`config.mk`:
```
export PLATFORM = sky130hd
export DESIGN_NAME = aes_job_scheduler
export DESIGN_NICKNAME = d
export VERILOG_FILES = /design/src/rtl/aes_pkg.sv /design/src/rtl/aes_rr_arbiter.sv /design/src/rtl/aes_job_scheduler.sv
export SDC_FILE = /design/constraint.sdc
export NUM_CORES = 1
export LEC_CHECK = 0
export BUFFER_PORTS_ARGS = -buffer_cell sky130_fd_sc_hd__buf_2
export CAP_MARGIN = 25
export CORE_MARGIN = 4
export CORE_UTILIZATION = 35
export DETAILED_ROUTE_END_ITERATION = 12
export PLACE_DENSITY = 0.63
export SLEW_MARGIN = 20
export SYNTH_ARGS = -nofsm -noshare
export SYNTH_HDL_FRONTEND = slang
export SYNTH_HIERARCHICAL = 1
export SYNTH_SLANG_ARGS = --single-unit
```
`constraint.sdc`:
```
create_clock -name clk -period 6.7 [get_ports clk]
set_input_delay 0.335 -clock clk [delete_from_list [all_inputs] [get_ports clk]]
set_output_delay 0.335 -clock clk [all_outputs]
set_load 0.02 [all_outputs]
```
`src/rtl/aes_pkg.sv`:
```
// Shared definitions for the AES job scheduler.
// Holds the scheduler FSM state encoding and the default block and timeout
// sizes. It also provides a width helper that never returns zero, so that
// single-entry configurations still get 1-bit index registers.
package aes_pkg;

  localparam int AES_BLOCK_BYTES    = 16;
  localparam int AES_TIMEOUT_CYCLES = 1024;

  typedef enum logic [2:0] {
    ST_IDLE   = 3'd0,
    ST_FILL   = 3'd1,
    ST_LAUNCH = 3'd2,
    ST_WAIT   = 3'd3,
    ST_DRAIN  = 3'd4
  } state_e;

  function automatic int idx_width(input int n);
    return (n > 1) ? $clog2(n) : 1;
  endfunction

endpackage

```
`src/rtl/aes_rr_arbiter.sv`:
```
// Round-robin arbiter.
// Ports:
//   clk, reset  - clock and asynchronous active-high reset
//   req_i       - request vector, one bit per requester
//   advance_i   - grant accepted this cycle; the pointer moves past the winner
//   grant_o     - one-hot winner (all zero when no request is present)
//   idx_o       - binary index of the winner
//   valid_o     - at least one request is present
// The search starts at ptr_q, which always names the requester after the
// last one granted. After reset that is requester 0.
module aes_rr_arbiter import aes_pkg::*; #(
  parameter int NREQ = 2,
  parameter int IDW  = idx_width(NREQ)
) (
  input  logic            clk,
  input  logic            reset,
  input  logic [NREQ-1:0] req_i,
  input  logic            advance_i,
  output logic [NREQ-1:0] grant_o,
  output logic [IDW-1:0]  idx_o,
  output logic            valid_o
);

  logic [IDW-1:0] ptr_q;
  logic [IDW-1:0] ptr_d;
  logic [IDW:0]   sum;
  logic [IDW-1:0] cand;
  logic           found;

  // Walk the requesters in rotated order (ptr, ptr+1, ... modulo NREQ) and
  // keep the first one that is requesting.
  always_comb begin
    found = 1'b0;
    idx_o = '0;
    sum   = '0;
    cand  = '0;
    for (int k = 0; k < NREQ; k++) begin
      sum = {1'b0, ptr_q} + (IDW+1)'(k);
      if (sum >= (IDW+1)'(NREQ)) begin
        sum = sum - (IDW+1)'(NREQ);
      end
      cand = sum[IDW-1:0];
      if (!found && req_i[cand]) begin
        found = 1'b1;
        idx_o = cand;
      end
    end
  end

  assign valid_o = found;

  genvar gi;
  generate
    for (gi = 0; gi < NREQ; gi++) begin : g_grant
      assign grant_o[gi] = found && (idx_o == IDW'(gi));
    end
  endgenerate

  always_comb begin
    ptr_d = ptr_q;
    if (advance_i && found) begin
      ptr_d = (idx_o == IDW'(NREQ-1)) ? '0 : idx_o + IDW'(1);
    end
  end

  always_ff @(posedge clk or posedge reset) begin
    if (reset) begin
      ptr_q <= '0;
    end else begin
      ptr_q <= ptr_d;
    end
  end

endmodule

```
`src/rtl/aes_job_scheduler.sv`:
```
// Shares one byte-serial AES encrypt unit between NREQ requesters.
// A job moves through five phases:
//   1. IDLE picks a requester round-robin.
//   2. FILL collects BLOCK_BYTES plaintext bytes from that requester.
//   3. LAUNCH streams the buffered block into the engine back-to-back.
//   4. WAIT waits for the engine to start answering, with a timeout.
//   5. DRAIN forwards the ciphertext bytes combinationally.
// Ports:
//   clk, reset               - clock and asynchronous active-high reset
//   req_valid/req_data       - per-requester byte lanes (lane i = bits 8i+7:8i)
//   req_ready                - byte from the owning requester accepted
//   eu_valid_input/eu_data_in   - byte stream into the encrypt unit
//   eu_valid_output/eu_data_out - byte stream from the encrypt unit
//   rsp_valid/rsp_data/rsp_id/rsp_last - ciphertext to the owner, no backpressure
//   busy                     - a job is in progress
//   error                    - one-cycle pulse when a job is aborted
module aes_job_scheduler import aes_pkg::*; #(
  parameter  int NREQ           = 2,
  parameter  int BLOCK_BYTES    = AES_BLOCK_BYTES,
  parameter  int TIMEOUT_CYCLES = AES_TIMEOUT_CYCLES,
  localparam int IDW            = idx_width(NREQ)
) (
  input  logic              clk,
  input  logic              reset,
  input  logic [NREQ-1:0]   req_valid,
  input  logic [NREQ*8-1:0] req_data,
  output logic [NREQ-1:0]   req_ready,
  output logic              eu_valid_input,
  output logic [7:0]        eu_data_in,
  input  logic              eu_valid_output,
  input  logic [7:0]        eu_data_out,
  output logic              rsp_valid,
  output logic [7:0]        rsp_data,
  output logic [IDW-1:0]    rsp_id,
  output logic              rsp_last,
  output logic              busy,
  output logic              error
);

  localparam int CW = idx_width(BLOCK_BYTES);
  localparam int TW = $clog2(TIMEOUT_CYCLES + 1);
  localparam logic [CW-1:0] CNT_LAST   = CW'(BLOCK_BYTES - 1);
  localparam logic [TW-1:0] TIMER_LAST = TW'(TIMEOUT_CYCLES - 1);
  localparam logic [TW-1:0] TIMER_MAX  = '1;

  state_e          state_q, state_d;
  logic [CW-1:0]   cnt_q, cnt_d;
  logic [TW-1:0]   timer_q, timer_d;
  logic [IDW-1:0]  id_q, id_d;
  logic [NREQ-1:0] owner_q, owner_d;
  logic            error_q, error_d;
  logic [7:0]      buf_q [BLOCK_BYTES];

  logic [NREQ-1:0] arb_grant;
  logic [IDW-1:0]  arb_idx;
  logic            arb_valid;
  logic            arb_advance;
  logic            fill_accept;
  logic            cnt_last;
  logic            eng_window;
  logic [7:0]      lane_data;

  aes_rr_arbiter #(
    .NREQ (NREQ),
    .IDW  (IDW)
  ) u_arb (
    .clk       (clk),
    .reset     (reset),
    .req_i     (req_valid),
    .advance_i (arb_advance),
    .grant_o   (arb_grant),
    .idx_o     (arb_idx),
    .valid_o   (arb_valid)
  );

  assign cnt_last    = (cnt_q == CNT_LAST);
  assign fill_accept = |(req_valid & req_ready);
  assign lane_data   = req_data[{id_q, 3'b000} +: 8];
  // Engine output is only meaningful once the block has been launched.
  assign eng_window  = (state_q == ST_WAIT) || (state_q == ST_DRAIN);

  // Plaintext buffer: one write port (FILL) and one read port (LAUNCH).
  // The buffer has no reset; stale contents are always overwritten before
  // they are launched.
  always_ff @(posedge clk) begin
    if (fill_accept) begin
      buf_q[cnt_q] <= lane_data;
    end
  end

  // State register
  always_ff @(posedge clk or posedge reset) begin
    if (reset) begin
      state_q <= ST_IDLE;
      cnt_q   <= '0;
      timer_q <= '0;
      id_q    <= '0;
      owner_q <= '0;
      error_q <= 1'b0;
    end else begin
      state_q <= state_d;
      cnt_q   <= cnt_d;
      timer_q <= timer_d;
      id_q    <= id_d;
      owner_q <= owner_d;
      error_q <= error_d;
    end
  end

  // Next-state logic
  always_comb begin
    state_d     = state_q;
    cnt_d       = cnt_q;
    timer_d     = timer_q;
    id_d        = id_q;
    owner_d     = owner_q;
    error_d     = 1'b0;
    arb_advance = 1'b0;
    unique case (state_q)
      ST_IDLE: begin
        cnt_d   = '0;
        timer_d = '0;
        if (arb_valid) begin
          arb_advance = 1'b1;
          id_d        = arb_idx;
          owner_d     = arb_grant;
          state_d     = ST_FILL;
        end
      end
      ST_FILL: begin
        if (fill_accept) begin
          if (cnt_last) begin
            cnt_d   = '0;
            state_d = ST_LAUNCH;
          end else begin
            cnt_d = cnt_q + CW'(1);
          end
        end
      end
      ST_LAUNCH: begin
        if (cnt_last) begin
          cnt_d   = '0;
          timer_d = '0;
          state_d = ST_WAIT;
        end else begin
          cnt_d = cnt_q + CW'(1);
        end
      end
      ST_WAIT: begin
        // The first engine byte is forwarded in this same cycle as byte 0.
        if (eu_valid_output) begin
          if (cnt_last) begin
            cnt_d   = '0;
            state_d = ST_IDLE;
          end else begin
            cnt_d   = cnt_q + CW'(1);
            state_d = ST_DRAIN;
          end
        end else if (timer_q >= TIMER_LAST) begin
          error_d = 1'b1;
          state_d = ST_IDLE;
        end else if (timer_q != TIMER_MAX) begin
          timer_d = timer_q + TW'(1);
        end
      end
      ST_DRAIN: begin
        if (eu_valid_output) begin
          if (cnt_last) begin
            cnt_d   = '0;
            state_d = ST_IDLE;
          end else begin
            cnt_d = cnt_q + CW'(1);
          end
        end else begin
          // The engine stopped early, so the response is incomplete.
          error_d = 1'b1;
          cnt_d   = '0;
          state_d = ST_IDLE;
        end
      end
      default: begin
        state_d = ST_IDLE;
      end
    endcase
  end

  // Output logic
  always_comb begin
    req_ready      = (state_q == ST_FILL) ? owner_q : '0;
    eu_valid_input = (state_q == ST_LAUNCH);
    eu_data_in     = (state_q == ST_LAUNCH) ? buf_q[cnt_q] : 8'h00;
    rsp_valid      = eng_window && eu_valid_output;
    rsp_data       = rsp_valid ? eu_data_out : 8'h00;
    rsp_last       = rsp_valid && cnt_last;
    rsp_id         = id_q;
    busy           = (state_q != ST_IDLE);
    error          = error_q;
  end

endmodule

```
==> report_table.html, run 1 <==
<table>
<tr><th>Metric</th><th>Value</th></tr>
<tr><th colspan="2">Outcome</th></tr>
<tr><td>Status</td><td>finished clean</td></tr>
<tr><th colspan="2">Floorplanning</th></tr>
<tr><td>Overall die area</td><td>between 20000 and 25000 um^2</td></tr>
<tr><td>Top-level I/O count</td><td>between 50 and 60</td></tr>
<tr><td>Chip width</td><td>145 um</td></tr>
<tr><td>Initial Util</td><td>0.360</td></tr>
<tr><td>Core box area</td><td>18200 um^2</td></tr>
<tr><td>Standard-cell rows</td><td>approximately 50</td></tr>
<tr><td>Height of the die</td><td>about 140 um</td></tr>
<tr><th colspan="2">Timing</th></tr>
<tr><td>Setup repair after global routing missed its margin</td><td>no</td></tr>
<tr><td>Number of max-slew violations in the final report</td><td>0</td></tr>
<tr><td>Sum of negative setup slack</td><td>0 ps</td></tr>
<tr><td>Time the worst path needs with I/O delays and setup</td><td>roughly 3000 ps</td></tr>
<tr><td>Achievable frequency</td><td>roughly 330 MHz</td></tr>
<tr><td>Relative slew slack</td><td>0.334</td></tr>
<tr><td>Final count of hold timing violations</td><td>0</td></tr>
<tr><td>Worst Max-Slew Pin Slew</td><td>991 ps</td></tr>
<tr><td>Final worst path period share</td><td>0.448</td></tr>
<tr><td>Largest clock skew in the final design</td><td>9.41 ps</td></tr>
<tr><td>Number of endpoints failing setup at the final stage</td><td>0</td></tr>
<tr><th colspan="2">Routing</th></tr>
<tr><td>Count of nets left with antenna violations after detail routing</td><td>0</td></tr>
<tr><td>Final Routed Wirelength</td><td>13600 um</td></tr>
<tr><td>Number of vias per cell</td><td>roughly 5.3</td></tr>
<tr><td>Number of design-rule violations left by the first detailed-router iteration</td><td>320</td></tr>
<tr><td>Vias after detailed routing</td><td>roughly 3700</td></tr>
<tr><td>DR WL/cell</td><td>19.7 um</td></tr>
<tr><td>Drt pass-1 iters</td><td>4</td></tr>
<tr><td>Final routed DRC violation total</td><td>0</td></tr>
<tr><th colspan="2">Logic synthesis</th></tr>
<tr><td>Synthesized area per cell</td><td>16.8 um^2</td></tr>
<tr><td>Part of the Yosys area used for sequential elements</td><td>0.674</td></tr>
<tr><td>Fraction of registers with async set/reset</td><td>0.152</td></tr>
<tr><td>Gate count after technology mapping</td><td>just under 400</td></tr>
<tr><td>Post-synthesis cell area</td><td>~6600 um^2</td></tr>
<tr><td>Biggest area contributors in the synthesized netlist</td><td>sky130_fd_sc_hd__edfxtp_1 (59%), sky130_fd_sc_hd__mux4_2 (11%), sky130_fd_sc_hd__dfrtp_1 (8.8%)</td></tr>
<tr><td>Area share of the largest cell type after synthesis</td><td>0.586</td></tr>
<tr><td>Nets in the synthesized netlist</td><td>425</td></tr>
<tr><td>Count of unique library cells instantiated by Yosys</td><td>53</td></tr>
<tr><td>Seq cells post-synth</td><td>151</td></tr>
<tr><td>Flip-flop cell with the highest count after synthesis</td><td>sky130_fd_sc_hd__edfxtp_1</td></tr>
<tr><td>Post-synth EDFFs</td><td>around 130</td></tr>
<tr><td>Library cell occupying the most area in the post-synthesis netlist</td><td>sky130_fd_sc_hd__edfxtp_1</td></tr>
<tr><td>Synthesis warning total</td><td>6</td></tr>
<tr><th colspan="2">CTS</th></tr>
<tr><td>Post-CTS Setup Inserts</td><td>0</td></tr>
<tr><td>Root cell of the clock tree</td><td>sky130_fd_sc_hd__clkbuf_16</td></tr>
<tr><td>Max Buffers Root-to-Sink</td><td>2</td></tr>
<tr><td>CTS tree</td><td>yes</td></tr>
<tr><td>Number of clock sinks</td><td>151</td></tr>
<tr><td>Number of clock buffers inserted by TritonCTS</td><td>17</td></tr>
<tr><td>Cts repair resizes</td><td>0</td></tr>
<tr><td>Clock-pin slew on the worst setup and hold paths</td><td>60 ps</td></tr>
<tr><td>Clock latency on the worst-skew pair</td><td>410 ps</td></tr>
<tr><td>CTS H-Tree Depth</td><td>4</td></tr>
<tr><th colspan="2">Job</th></tr>
<tr><td>Reported max-cap violation count</td><td>0</td></tr>
<tr><th colspan="2">Worst setup path</th></tr>
<tr><td>Ordered list of cells on the worst path</td><td>buf_4, mux4_2, mux2i_1, o22ai_1, buf_2</td></tr>
<tr><td>Crit. End Element</td><td>output port</td></tr>
<tr><td>Total buffers and inverters traversed by the critical path</td><td>2</td></tr>
<tr><td>Type of the setup path with the least slack</td><td>reg2out</td></tr>
<tr><td>Worst path max stage delay</td><td>690 ps</td></tr>
<tr><td>Crit path max-delay cell type</td><td>sky130_fd_sc_hd__dfrtp_2</td></tr>
<tr><td>Data arrival time of the critical path</td><td>2670 ps</td></tr>
<tr><td>Worst path required time</td><td>6360 ps</td></tr>
<tr><td>Top fanout value on the critical path</td><td>20</td></tr>
<tr><td>Cell family with the largest share of critical-path delay</td><td>multiplexers</td></tr>
<tr><td>CP startpoint kind</td><td>register</td></tr>
<tr><th colspan="2">Pwr</th></tr>
<tr><td>Maximum vdd ir drop</td><td>0.218 mV</td></tr>
<tr><td>Pwr/cell area</td><td>398 nW/um^2</td></tr>
<tr><td>Static power due to leakage</td><td>2.74 nW</td></tr>
<tr><th colspan="2">Placed design</th></tr>
<tr><td>Number of I/O port buffers</td><td>52</td></tr>
<tr><td>Placed Instances</td><td>658</td></tr>
<tr><td>HPWL after detailed placement</td><td>9240 um</td></tr>
<tr><td>Placer Congestion</td><td>between 0.7 and 0.8</td></tr>
<tr><th colspan="2">Global route</th></tr>
<tr><td>Maximum number of pins on one net before global-route repair</td><td>23</td></tr>
<tr><td>Overall fraction of global-route tracks in use</td><td>0.137</td></tr>
<tr><td>Overall overflow remaining after global route</td><td>0</td></tr>
<tr><td>Number of global-route vias before repair</td><td>3714</td></tr>
<tr><td>First-pass GRT wire length</td><td>21300 um</td></tr>
<tr><td>Number of antenna violations at the first check in global routing</td><td>0</td></tr>
<tr><th colspan="2">Cells and area</th></tr>
<tr><td>Nets</td><td>483</td></tr>
<tr><td>N_diodes</td><td>0</td></tr>
<tr><td>Share of post-route cells with drive strength above 1</td><td>0.312</td></tr>
<tr><td>Fillers</td><td>1584</td></tr>
<tr><td>Area added between synthesis and finish</td><td>16.6%</td></tr>
<tr><td>Non-filler instance count after layout</td><td>690</td></tr>
<tr><th colspan="2">Hold path</th></tr>
<tr><td>Path type of the worst min-delay path</td><td>in2reg</td></tr>
</table>
path summary, 6_finish.rpt:
| kind | startpoint | end | slack [ps] | cells after the start |
|---|---|---|---|---|
| setup / recovery | cnt_q[0] | eu_data_in[0] | 3700 | 5 |
| hold / removal | eu_valid_output | error | 200 | 2 |
| setup reg to reg | cnt_q[1] | buf_q[3][3] | 4240 | 3 |
| hold reg to reg | u_arb/ptr_q | u_arb/ptr_q | 520 | 1 |
| max in group asynchronous | reset | cnt_q[0] | 5420 | 3 |
| min in group asynchronous | reset | u_arb/ptr_q | 310 | 3 |
stage by stage:
| stage | area (um^2) | hold WS [ps] | util | setup slack (ps) | total power [mW] |
|---|---|---|---|---|---|
| after floorplan | 6550 | 63.7 | - | 4570 | 1.90 |
| after global placement | 7040 | 184 | 0.386 | 4070 | 2.10 |
| after detailed placement | 7040 | 183 | 0.386 | 4060 | 2.12 |
| after CTS | 7630 | 180 | 0.419 | 3620 | 3.07 |
| after global routing | 7640 | 193 | 0.420 | 3450 | 3.20 |
| final | 7640 | 200 | 0.420 | 3700 | 3.04 |
cell usage in the layout (no fill, tap or decap), types with 4 or more instances in the layout:
cell	instances
sky130_fd_sc_hd__edfxtp_1	128
sky130_fd_sc_hd__buf_2	52
sky130_fd_sc_hd__mux4_2	32
sky130_fd_sc_hd__dfrtp_1	22
sky130_fd_sc_hd__nand2_1	21
sky130_fd_sc_hd__mux2i_1	18
sky130_fd_sc_hd__clkbuf_16	17
sky130_fd_sc_hd__and2_1	14
sky130_fd_sc_hd__nor2_1	13
sky130_fd_sc_hd__mux2_2	12
sky130_fd_sc_hd__inv_1	11
sky130_fd_sc_hd__o22ai_1	11
sky130_fd_sc_hd__a21oi_1	9
sky130_fd_sc_hd__nor3_1	8
sky130_fd_sc_hd__nand3_1	6
sky130_fd_sc_hd__inv_6	6
sky130_fd_sc_hd__a21boi_0	5
sky130_fd_sc_hd__ha_1	5
sky130_fd_sc_hd__a221o_1	4
sky130_fd_sc_hd__buf_4	4
power breakdown:
group	switching (mW)	internal, mW
sequential	0.138	1.19
combinational	0.413	0.346
clock	0.389	0.558
synth_stat cells (2+ instances only):
cell type	instances
sky130_fd_sc_hd__nor3_4	2
sky130_fd_sc_hd__mux2_2	12
sky130_fd_sc_hd__a21oi_1	9
sky130_fd_sc_hd__o21a_1	2
sky130_fd_sc_hd__dfrtp_1	23
sky130_fd_sc_hd__nor3_1	9
sky130_fd_sc_hd__and2_1	14
sky130_fd_sc_hd__o21ai_1	3
sky130_fd_sc_hd__nor4_1	2
sky130_fd_sc_hd__a2bb2oi_1	2
sky130_fd_sc_hd__a31oi_1	3
sky130_fd_sc_hd__nand2_1	21
sky130_fd_sc_hd__clkbuf_1	7
sky130_fd_sc_hd__buf_4	6
sky130_fd_sc_hd__nor2b_1	3
sky130_fd_sc_hd__edfxtp_1	128
sky130_fd_sc_hd__ha_1	5
sky130_fd_sc_hd__nand2b_1	3
sky130_fd_sc_hd__a221o_1	4
sky130_fd_sc_hd__o21ai_0	3
sky130_fd_sc_hd__nand3_1	6
sky130_fd_sc_hd__or3_1	2
sky130_fd_sc_hd__mux4_2	32
sky130_fd_sc_hd__buf_2	4
sky130_fd_sc_hd__o22ai_1	11
sky130_fd_sc_hd__and3_1	2
sky130_fd_sc_hd__nand4_2	2
sky130_fd_sc_hd__mux2i_1	18
sky130_fd_sc_hd__o211ai_1	3
sky130_fd_sc_hd__nor2_1	13
sky130_fd_sc_hd__inv_1	11
sky130_fd_sc_hd__a21boi_0	5
worst reg2reg max path, stage by stage (launching register included):
cell and delay [ps]:
sky130_fd_sc_hd__dfrtp_1 770, sky130_fd_sc_hd__ha_1 390, sky130_fd_sc_hd__nand2_1 150, sky130_fd_sc_hd__nor3_1 780
layout make-up:
cell class,instances,area [um^2],area share
clock inverter,14,163,0.0213
clock buffer,17,425,0.0557
tap,229,287,0.0375
inverter,12,45.0,0.00590
multi-input combinational,210,2000,0.262
timing repair buffer,57,300,0.0393
sequential,151,4420,0.579
repair_timing:
| item | 4_1_cts | 5_1_grt |
|---|---|---|
| hold buffers | 1 | 0 |
| endpoints found under the setup margin | 0 | 0 |
| endpoints found under the hold margin | 1 | 0 |
registers in the layout, summed over array words and instances (netlist names):
register	flops
buf_q	128
state_q	3
rsp_id	1
u_arb/ptr_q	1
owner_q	2
timer_q	11
cnt_q	4
error	1
kinds of logic (layout without fill, tap and decap cells):
group / Yosys count / in the layout / synth area share
muxes: 62 / 62 / 0.158
buffers and inverters: 30 / 100 / 0.0214
AOI/OAI and AO/OA: 54 / 54 / 0.0582
adders and majority gates: 5 / 5 / 0.00955
DFF: 151 / 151 / 0.674
and+or+nand+nor: 89 / 89 / 0.0785
metal layers:
metal	track usage	wire length (um)	up-vias
li1	-	-	1665
met1	0.193	6100	1876
met2	0.207	6550	120
met3	0.0388	761	14
met4	0.0398	187	0
met5	0	0	-
Note: power is estimated with default switching activity, not from simulation.
==> run 2: changes to the inputs <==
Clock period 6.7 ns to 2.78 ns, I/O delays scaled along.
==> report_table.html, run 2 (same netlist as run 1, synthesis figures left out) <==
<table>
<tr><th>Metric</th><th>Value</th></tr>
<tr><th colspan="2">Timing</th></tr>
<tr><td>Relative slew slack</td><td>0.404 (+0.0697)</td></tr>
<tr><td>Final worst path period share</td><td>0.915</td></tr>
<tr><td>Setup repair after global routing missed its margin</td><td>no</td></tr>
<tr><td>Sum of negative setup slack</td><td>0 ps (unchanged)</td></tr>
<tr><td>Number of max-slew violations in the final report</td><td>0 (unchanged)</td></tr>
<tr><td>Largest clock skew in the final design</td><td>12.0 ps (+2.61 ps)</td></tr>
<tr><td>Time the worst path needs with I/O delays and setup</td><td>around 2500 ps</td></tr>
<tr><td>Achievable frequency</td><td>393 MHz</td></tr>
<tr><td>Final count of hold timing violations</td><td>0 (unchanged)</td></tr>
<tr><td>Number of endpoints failing setup at the final stage</td><td>0 (unchanged)</td></tr>
<tr><td>Worst Max-Slew Pin Slew</td><td>893 ps (-98.0 ps)</td></tr>
<tr><th colspan="2">Floorplanning</th></tr>
<tr><td>Initial Util</td><td>0.360 (unchanged)</td></tr>
<tr><td>Standard-cell rows</td><td>49 (unchanged)</td></tr>
<tr><td>Overall die area</td><td>21000 um^2 (unchanged)</td></tr>
<tr><td>Top-level I/O count</td><td>53 (unchanged)</td></tr>
<tr><td>Chip width</td><td>145 um (unchanged)</td></tr>
<tr><td>Core box area</td><td>18200 um^2 (unchanged)</td></tr>
<tr><td>Height of the die</td><td>145 um (unchanged)</td></tr>
<tr><th colspan="2">Routing</th></tr>
<tr><td>Number of vias per cell</td><td>5.30 (-0.48%)</td></tr>
<tr><td>Final routed DRC violation total</td><td>0 (unchanged)</td></tr>
<tr><td>Number of design-rule violations left by the first detailed-router iteration</td><td>231 (-28%)</td></tr>
<tr><td>Vias after detailed routing</td><td>3742 (+1.8%)</td></tr>
<tr><td>Final Routed Wirelength</td><td>13900 um (+1.9%)</td></tr>
<tr><td>DR WL/cell</td><td>19.6 um (-0.45%)</td></tr>
<tr><td>Count of nets left with antenna violations after detail routing</td><td>0 (unchanged)</td></tr>
<tr><td>Drt pass-1 iters</td><td>6 (+2)</td></tr>
<tr><th colspan="2">CTS</th></tr>
<tr><td>Clock-pin slew on the worst setup and hold paths</td><td>60 ps (about the same)</td></tr>
<tr><td>Clock latency on the worst-skew pair</td><td>420 ps (about the same)</td></tr>
<tr><td>Number of clock buffers inserted by TritonCTS</td><td>17 (unchanged)</td></tr>
<tr><td>Post-CTS Setup Inserts</td><td>0 (unchanged)</td></tr>
<tr><td>Max Buffers Root-to-Sink</td><td>2 (unchanged)</td></tr>
<tr><td>CTS H-Tree Depth</td><td>4 (unchanged)</td></tr>
<tr><td>CTS tree</td><td>yes</td></tr>
<tr><td>Number of clock sinks</td><td>151 (unchanged)</td></tr>
<tr><td>Root cell of the clock tree</td><td>sky130_fd_sc_hd__clkbuf_16</td></tr>
<tr><th colspan="2">Pwr</th></tr>
<tr><td>Static power due to leakage</td><td>2.83 nW (+3.4%)</td></tr>
<tr><td>Pwr/cell area</td><td>965 nW/um^2 (+140%)</td></tr>
<tr><td>Maximum vdd ir drop</td><td>0.642 mV (+190%)</td></tr>
<tr><td>Total power</td><td>7.52 mW (+150%)</td></tr>
<tr><th colspan="2">Global route</th></tr>
<tr><td>Number of antenna violations at the first check in global routing</td><td>0 (unchanged)</td></tr>
<tr><td>Maximum number of pins on one net before global-route repair</td><td>23 (unchanged)</td></tr>
<tr><td>Overall fraction of global-route tracks in use</td><td>0.141 (+0.00437)</td></tr>
<tr><td>Overall overflow remaining after global route</td><td>0 (unchanged)</td></tr>
<tr><td>Number of global-route vias before repair</td><td>3783 (+1.9%)</td></tr>
<tr><td>First-pass GRT wire length</td><td>21700 um (+1.8%)</td></tr>
<tr><th colspan="2">Cells and area</th></tr>
<tr><td>Commonest non-fill, non-tap cell in the layout</td><td>sky130_fd_sc_hd__edfxtp_1</td></tr>
<tr><td>Share of post-route cells with drive strength above 1</td><td>0.331 (+0.0189)</td></tr>
<tr><td>Nets</td><td>498 (+3.1%)</td></tr>
<tr><td>Register with the most flip-flops</td><td>buf_q</td></tr>
<tr><td>Commonest non-fill, non-tap cells in the layout</td><td>sky130_fd_sc_hd__edfxtp_1 (128), sky130_fd_sc_hd__buf_2 (52), sky130_fd_sc_hd__mux4_2 (32)</td></tr>
<tr><td>N_diodes</td><td>0 (unchanged)</td></tr>
<tr><td>Largest registers in the final layout</td><td>buf_q x128, timer_q x11, cnt_q x4</td></tr>
<tr><td>Flip-flop count of the largest register after layout</td><td>128 (unchanged)</td></tr>
<tr><td>Area added between synthesis and finish</td><td>18.9%</td></tr>
<tr><th colspan="2">Worst setup path</th></tr>
<tr><td>Reg2Reg Depth</td><td>4 (+1)</td></tr>
<tr><td>Crit. End Element</td><td>output port</td></tr>
<tr><td>Worst path required time</td><td>2640 ps (-3720 ps)</td></tr>
<tr><td>Ordered list of cells on the worst path</td><td>buf_4, mux4_2, mux2i_1, o22ai_1, buf_2</td></tr>
<tr><td>Crit path max-delay cell type</td><td>sky130_fd_sc_hd__dfrtp_2</td></tr>
<tr><td>Worst path max stage delay</td><td>610 ps (-80 ps)</td></tr>
<tr><td>Total buffers and inverters traversed by the critical path</td><td>2 (unchanged)</td></tr>
<tr><td>Type of the setup path with the least slack</td><td>reg2out</td></tr>
<tr><td>CP startpoint kind</td><td>register</td></tr>
<tr><td>Data arrival time of the critical path</td><td>2410 ps (-260 ps)</td></tr>
<tr><td>Top fanout value on the critical path</td><td>13 (-35%)</td></tr>
<tr><td>Cell family with the largest share of critical-path delay</td><td>multiplexers</td></tr>
<tr><td>Critical path depth in cells</td><td>5 (unchanged)</td></tr>
<tr><th colspan="2">Outcome</th></tr>
<tr><td>Status</td><td>finished clean</td></tr>
<tr><th colspan="2">Placed design</th></tr>
<tr><td>Number of I/O port buffers</td><td>52 (unchanged)</td></tr>
<tr><td>Placer Congestion</td><td>0.863 (+13%)</td></tr>
<tr><td>HPWL after detailed placement</td><td>9250 um (about the same)</td></tr>
<tr><th colspan="2">Job</th></tr>
<tr><td>Reported max-cap violation count</td><td>0 (unchanged)</td></tr>
<tr><th colspan="2">Hold path</th></tr>
<tr><td>Hold Path Depth</td><td>3 (+1)</td></tr>
<tr><td>Path type of the worst min-delay path</td><td>in2reg</td></tr>
</table>
==> run 2: layout make-up <==
cell class | count | area, um^2
Clock buffer | 17 | 425
Clock inverter | 15 | 191
Fill cell | 1591 | 10400
Inverter | 12 | 45.0
Multi-Input combinational cell | 210 | 1990
Sequential cell | 151 | 4420
Tap cell | 229 | 287
Timing Repair Buffer | 72 | 430
==> run 2: repair_timing <==
item / CTS / global route
gates resized for setup: 0 / 1
hold buffers: 3 / 0
setup endpoints to repair: 0 / 10
hold endpoints to repair: 25 / 0
==> run 2: metal layers <==
metal  global-route usage  routed length, um  vias up
met5                    0                  0        -
met4               0.0476                207        0
met3               0.0421                695       15
met2                0.214               6730      120
met1                0.195               6220     1911
li1                     -                  -     1696
==> run 2: per-stage QoR <==
step / cell area [um^2] / worst slack, ps / util / cells / hold slack, ps
floorplan: 6550 / 653 / - / 391 / -132
global placement: 7150 / 575 / 0.392 / 671 / -10.6
detailed placement: 7150 / 462 / 0.392 / 671 / -5.63
CTS: 7790 / 155 / 0.428 / 706 / 55.4
global route: 7790 / 103 / 0.428 / 706 / 82.6
finish: 7790 / 236 / 0.428 / 706 / 74.6
==> run 2: final timing paths <==
kind | slack (ps) | to | from
max in group asynchronous | 1690 | cnt_q[0] | reset
setup reg to reg | 490 | buf_q[4][3] | state_q[1]
setup / recovery | 240 | eu_data_in[5] | cnt_q[0]
hold reg to reg | 510 | u_arb/ptr_q | u_arb/ptr_q
hold / removal | 70 | u_arb/ptr_q | req_valid[0]
min in group asynchronous | 120 | u_arb/ptr_q | reset
==> run 2: worst register-to-register path, stage by stage, from the launching register on <==
cell                      delay (ps)
sky130_fd_sc_hd__dfrtp_1         510
sky130_fd_sc_hd__nor3b_1         340
sky130_fd_sc_hd__and2b_1         290
sky130_fd_sc_hd__nand2_1         160
sky130_fd_sc_hd__nor2_1          630
==> run 2: power by group <==
part	switching, mW	internal [mW]	leakage (nW)
Clock	0.941	1.43	0.296
Sequential	0.287	2.88	1.45
Combinational	1.09	0.894	1.08
Total	2.32	5.21	2.83
==> run 3: changes to the inputs <==
--- a/config.mk
+++ b/config.mk
@@ -11,2 +11,3 @@
 export CORE_UTILIZATION = 35
+export CTS_CLUSTER_SIZE = 14
 export DETAILED_ROUTE_END_ITERATION = 12
==> constraint.sdc (replaced) <==
create_clock -name clk -period 2.78 [get_ports clk]
set_input_delay 0.278 -clock clk [delete_from_list [all_inputs] [get_ports clk]]
set_output_delay 0.278 -clock clk [all_outputs]
set_load 0.02 [all_outputs]
==> report_table.html, run 3 (same netlist as run 1, synthesis figures left out) <==
<table>
<tr><th>Metric</th><th>Value</th></tr>
<tr><th colspan="2">Timing</th></tr>
<tr><td>Relative slew slack</td><td>0.346 (-0.0584)</td></tr>
<tr><td>Final worst path period share</td><td>0.939 (+0.0238)</td></tr>
<tr><td>Time the worst path needs with I/O delays and setup</td><td>2610 ps (+66.2 ps)</td></tr>
<tr><td>Achievable frequency</td><td>383 MHz (-2.5%)</td></tr>
<tr><td>Largest clock skew in the final design</td><td>4.66 ps (-7.37 ps)</td></tr>
<tr><td>Worst Max-Slew Pin Slew</td><td>978 ps (+84.9 ps)</td></tr>
<tr><td>Final count of hold timing violations</td><td>0 (unchanged)</td></tr>
<tr><td>Number of endpoints failing setup at the final stage</td><td>0 (unchanged)</td></tr>
<tr><td>Sum of negative setup slack</td><td>0 ps (unchanged)</td></tr>
<tr><td>Setup repair after global routing missed its margin</td><td>no</td></tr>
<tr><td>Number of max-slew violations in the final report</td><td>0 (unchanged)</td></tr>
<tr><th colspan="2">CTS</th></tr>
<tr><td>Max Buffers Root-to-Sink</td><td>2 (unchanged)</td></tr>
<tr><td>CTS H-Tree Depth</td><td>4 (unchanged)</td></tr>
<tr><td>Clock-pin slew on the worst setup and hold paths</td><td>60 ps (about the same)</td></tr>
<tr><td>Number of clock buffers inserted by TritonCTS</td><td>17 (unchanged)</td></tr>
<tr><td>Number of clock sinks</td><td>151 (unchanged)</td></tr>
<tr><td>Clock latency on the worst-skew pair</td><td>420 ps (about the same)</td></tr>
<tr><td>CTS tree</td><td>yes</td></tr>
<tr><td>Root cell of the clock tree</td><td>sky130_fd_sc_hd__clkbuf_16</td></tr>
<tr><th colspan="2">Cells and area</th></tr>
<tr><td>Nets</td><td>499 (+0.20%)</td></tr>
<tr><td>N_diodes</td><td>0 (unchanged)</td></tr>
<tr><td>Commonest non-fill, non-tap cell in the layout</td><td>sky130_fd_sc_hd__edfxtp_1</td></tr>
<tr><td>Area added between synthesis and finish</td><td>18.0%</td></tr>
<tr><td>Commonest non-fill, non-tap cells in the layout</td><td>sky130_fd_sc_hd__edfxtp_1 (128), sky130_fd_sc_hd__buf_2 (52), sky130_fd_sc_hd__mux4_2 (32)</td></tr>
<tr><td>Flip-flop count of the largest register after layout</td><td>128 (unchanged)</td></tr>
<tr><td>Largest registers in the final layout</td><td>buf_q x128, timer_q x11, cnt_q x4</td></tr>
<tr><td>Final std cell area, no fill</td><td>7730 um^2 (-0.79%)</td></tr>
<tr><td>Register with the most flip-flops</td><td>buf_q</td></tr>
<tr><td>Fillers</td><td>1596 (+0.31%)</td></tr>
<tr><td>Share of post-route cells with drive strength above 1</td><td>0.331 (-0.000693)</td></tr>
<tr><td>Non-filler instance count after layout</td><td>707 (+0.14%)</td></tr>
<tr><th colspan="2">Floorplanning</th></tr>
<tr><td>Top-level I/O count</td><td>53 (unchanged)</td></tr>
<tr><td>Chip width</td><td>145 um (unchanged)</td></tr>
<tr><td>Initial Util</td><td>0.360 (unchanged)</td></tr>
<tr><td>Overall die area</td><td>21000 um^2 (unchanged)</td></tr>
<tr><td>Core box area</td><td>18200 um^2 (unchanged)</td></tr>
<tr><td>Height of the die</td><td>145 um (unchanged)</td></tr>
<tr><td>Standard-cell rows</td><td>49 (unchanged)</td></tr>
<tr><th colspan="2">Worst setup path</th></tr>
<tr><td>Crit path max-delay cell type</td><td>sky130_fd_sc_hd__dfrtp_1</td></tr>
<tr><td>Data arrival time of the critical path</td><td>2330 ps (-80 ps)</td></tr>
<tr><td>Worst path required time</td><td>2500 ps (-140 ps)</td></tr>
<tr><td>Ordered list of cells on the worst path</td><td>inv_1, and3_1, nand2_1, o22ai_1, buf_2</td></tr>
<tr><td>Type of the setup path with the least slack</td><td>reg2out</td></tr>
<tr><td>CP startpoint kind</td><td>register</td></tr>
<tr><td>Top fanout value on the critical path</td><td>13 (unchanged)</td></tr>
<tr><td>Launching element of the worst setup path</td><td>state_q[2]</td></tr>
<tr><td>Worst path max stage delay</td><td>510 ps (-100 ps)</td></tr>
<tr><td>Crit. End Element</td><td>output port</td></tr>
<tr><td>Reg-to-reg critical path startpoint</td><td>state_q[1]</td></tr>
<tr><th colspan="2">Routing</th></tr>
<tr><td>Final Routed Wirelength</td><td>13500 um (-2.4%)</td></tr>
<tr><td>Drt pass-1 iters</td><td>5 (-1)</td></tr>
<tr><td>Number of vias per cell</td><td>5.26 (-0.76%)</td></tr>
<tr><td>Count of nets left with antenna violations after detail routing</td><td>0 (unchanged)</td></tr>
<tr><td>Number of design-rule violations left by the first detailed-router iteration</td><td>209 (-9.5%)</td></tr>
<tr><td>DR WL/cell</td><td>19.1 um (-2.5%)</td></tr>
<tr><td>Vias after detailed routing</td><td>3719 (-0.61%)</td></tr>
<tr><td>Final routed DRC violation total</td><td>0 (unchanged)</td></tr>
<tr><th colspan="2">Global route</th></tr>
<tr><td>Maximum number of pins on one net before global-route repair</td><td>25 (+8.7%)</td></tr>
<tr><td>Overall overflow remaining after global route</td><td>0 (unchanged)</td></tr>
<tr><td>Number of antenna violations at the first check in global routing</td><td>0 (unchanged)</td></tr>
<tr><td>Overall fraction of global-route tracks in use</td><td>0.135 (-0.00558)</td></tr>
<tr><td>Number of global-route vias before repair</td><td>3791 (+0.21%)</td></tr>
<tr><td>First-pass GRT wire length</td><td>21100 um (-2.7%)</td></tr>
<tr><th colspan="2">Placed design</th></tr>
<tr><td>Cell Area, Placed</td><td>7150 um^2 (unchanged)</td></tr>
<tr><td>Placer Congestion</td><td>0.736 (-15%)</td></tr>
<tr><td>Number of I/O port buffers</td><td>52 (unchanged)</td></tr>
<tr><td>HPWL after detailed placement</td><td>9220 um (-0.31%)</td></tr>
<tr><td>Placed Instances</td><td>671 (unchanged)</td></tr>
<tr><th colspan="2">Job</th></tr>
<tr><td>Reported max-cap violation count</td><td>0 (unchanged)</td></tr>
<tr><th colspan="2">Hold path</th></tr>
<tr><td>Path type of the worst min-delay path</td><td>in2reg</td></tr>
<tr><td>Hold Path Origin</td><td>req_valid[1]</td></tr>
<tr><th colspan="2">Outcome</th></tr>
<tr><td>Status</td><td>finished clean</td></tr>
<tr><th colspan="2">Pwr</th></tr>
<tr><td>Pwr/cell area</td><td>930 nW/um^2 (-3.6%)</td></tr>
<tr><td>Maximum vdd ir drop</td><td>0.478 mV (-26%)</td></tr>
<tr><td>Static power due to leakage</td><td>2.80 nW (-1.1%)</td></tr>
</table>
==> run 3: cell types whose count changed in the layout (fill, tap and decap cells not counted), sizes merged <==
cell	previous run	this run
dlygate4sd3	3	1
clkinv	3	6
inv	18	16
bufinv	3	1
buf	69	72
clkinvlp	3	4
==> run 3: final cells by class <==
class | count | area [um^2] | area share
clock buffers | 17 | 425 | 0.0550
clock inverters | 15 | 125 | 0.0162
inverters | 12 | 45.0 | 0.00583
multi-input cells | 210 | 1990 | 0.258
flip-flops and latches | 151 | 4420 | 0.572
well taps | 229 | 287 | 0.0371
repair buffers | 73 | 433 | 0.0560
==> run 3: per-stage QoR <==
step / worst slack [ps] / total power [mW] / utilization / hold WS [ps]
final: 170 / 7.19 / 0.425 / 135
after global placement: 413 / 5.05 / 0.392 / 124
after floorplan: 653 / 4.58 / - / 6.71
after global routing: 48.4 / 7.59 / 0.425 / 139
after detailed placement: 353 / 5.11 / 0.392 / 124
after CTS: 9.58 / 7.25 / 0.423 / 113
==> run 3: metal layers <==
layer  wire, um  track usage  vias up
met2       6550        0.215      113
met5          0            0        -
met3        865       0.0391       10
met4        131       0.0368        0
met1       5980        0.184     1892
li1           -            -     1704
==> run 3: timing repair <==
item / 4_1_cts / 5_1_grt
hold endpoints to repair: 1 / 0
setup endpoints to repair: 0 / 4
gates resized for setup: 0 / 1
buffers inserted: 0 / 3
hold buffers: 1 / 0
==> run 3: critical path, delay by kind of cell, from the launching register on <==
family | cells | cell delay (ps)
AOI/OAI and AO/OA | 1 | 380
buffers and inverters | 2 | 420
and+or+nand+nor | 2 | 600
DFF | 1 | 510
==> run 3: final timing paths <==
| kind | endpoint | slack [ps] | depth (start not counted) |
|---|---|---|---|
| min in group asynchronous | u_arb/ptr_q | 240 | 3 |
| setup / recovery | eu_data_in[0] | 170 | 5 |
| max in group asynchronous | cnt_q[0] | 1550 | 3 |
| hold / removal | u_arb/ptr_q | 140 | 2 |
| hold reg to reg | u_arb/ptr_q | 510 | 1 |
| setup reg to reg | buf_q[4][6] | 340 | 4 |
==> run 3: where the power goes <==
| part | internal (mW) | switching [mW] |
|---|---|---|
| Clock | 1.23 | 0.904 |
| Sequential | 2.88 | 0.265 |
| Combinational | 0.908 | 1.00 |
| Total | 5.02 | 2.17 |
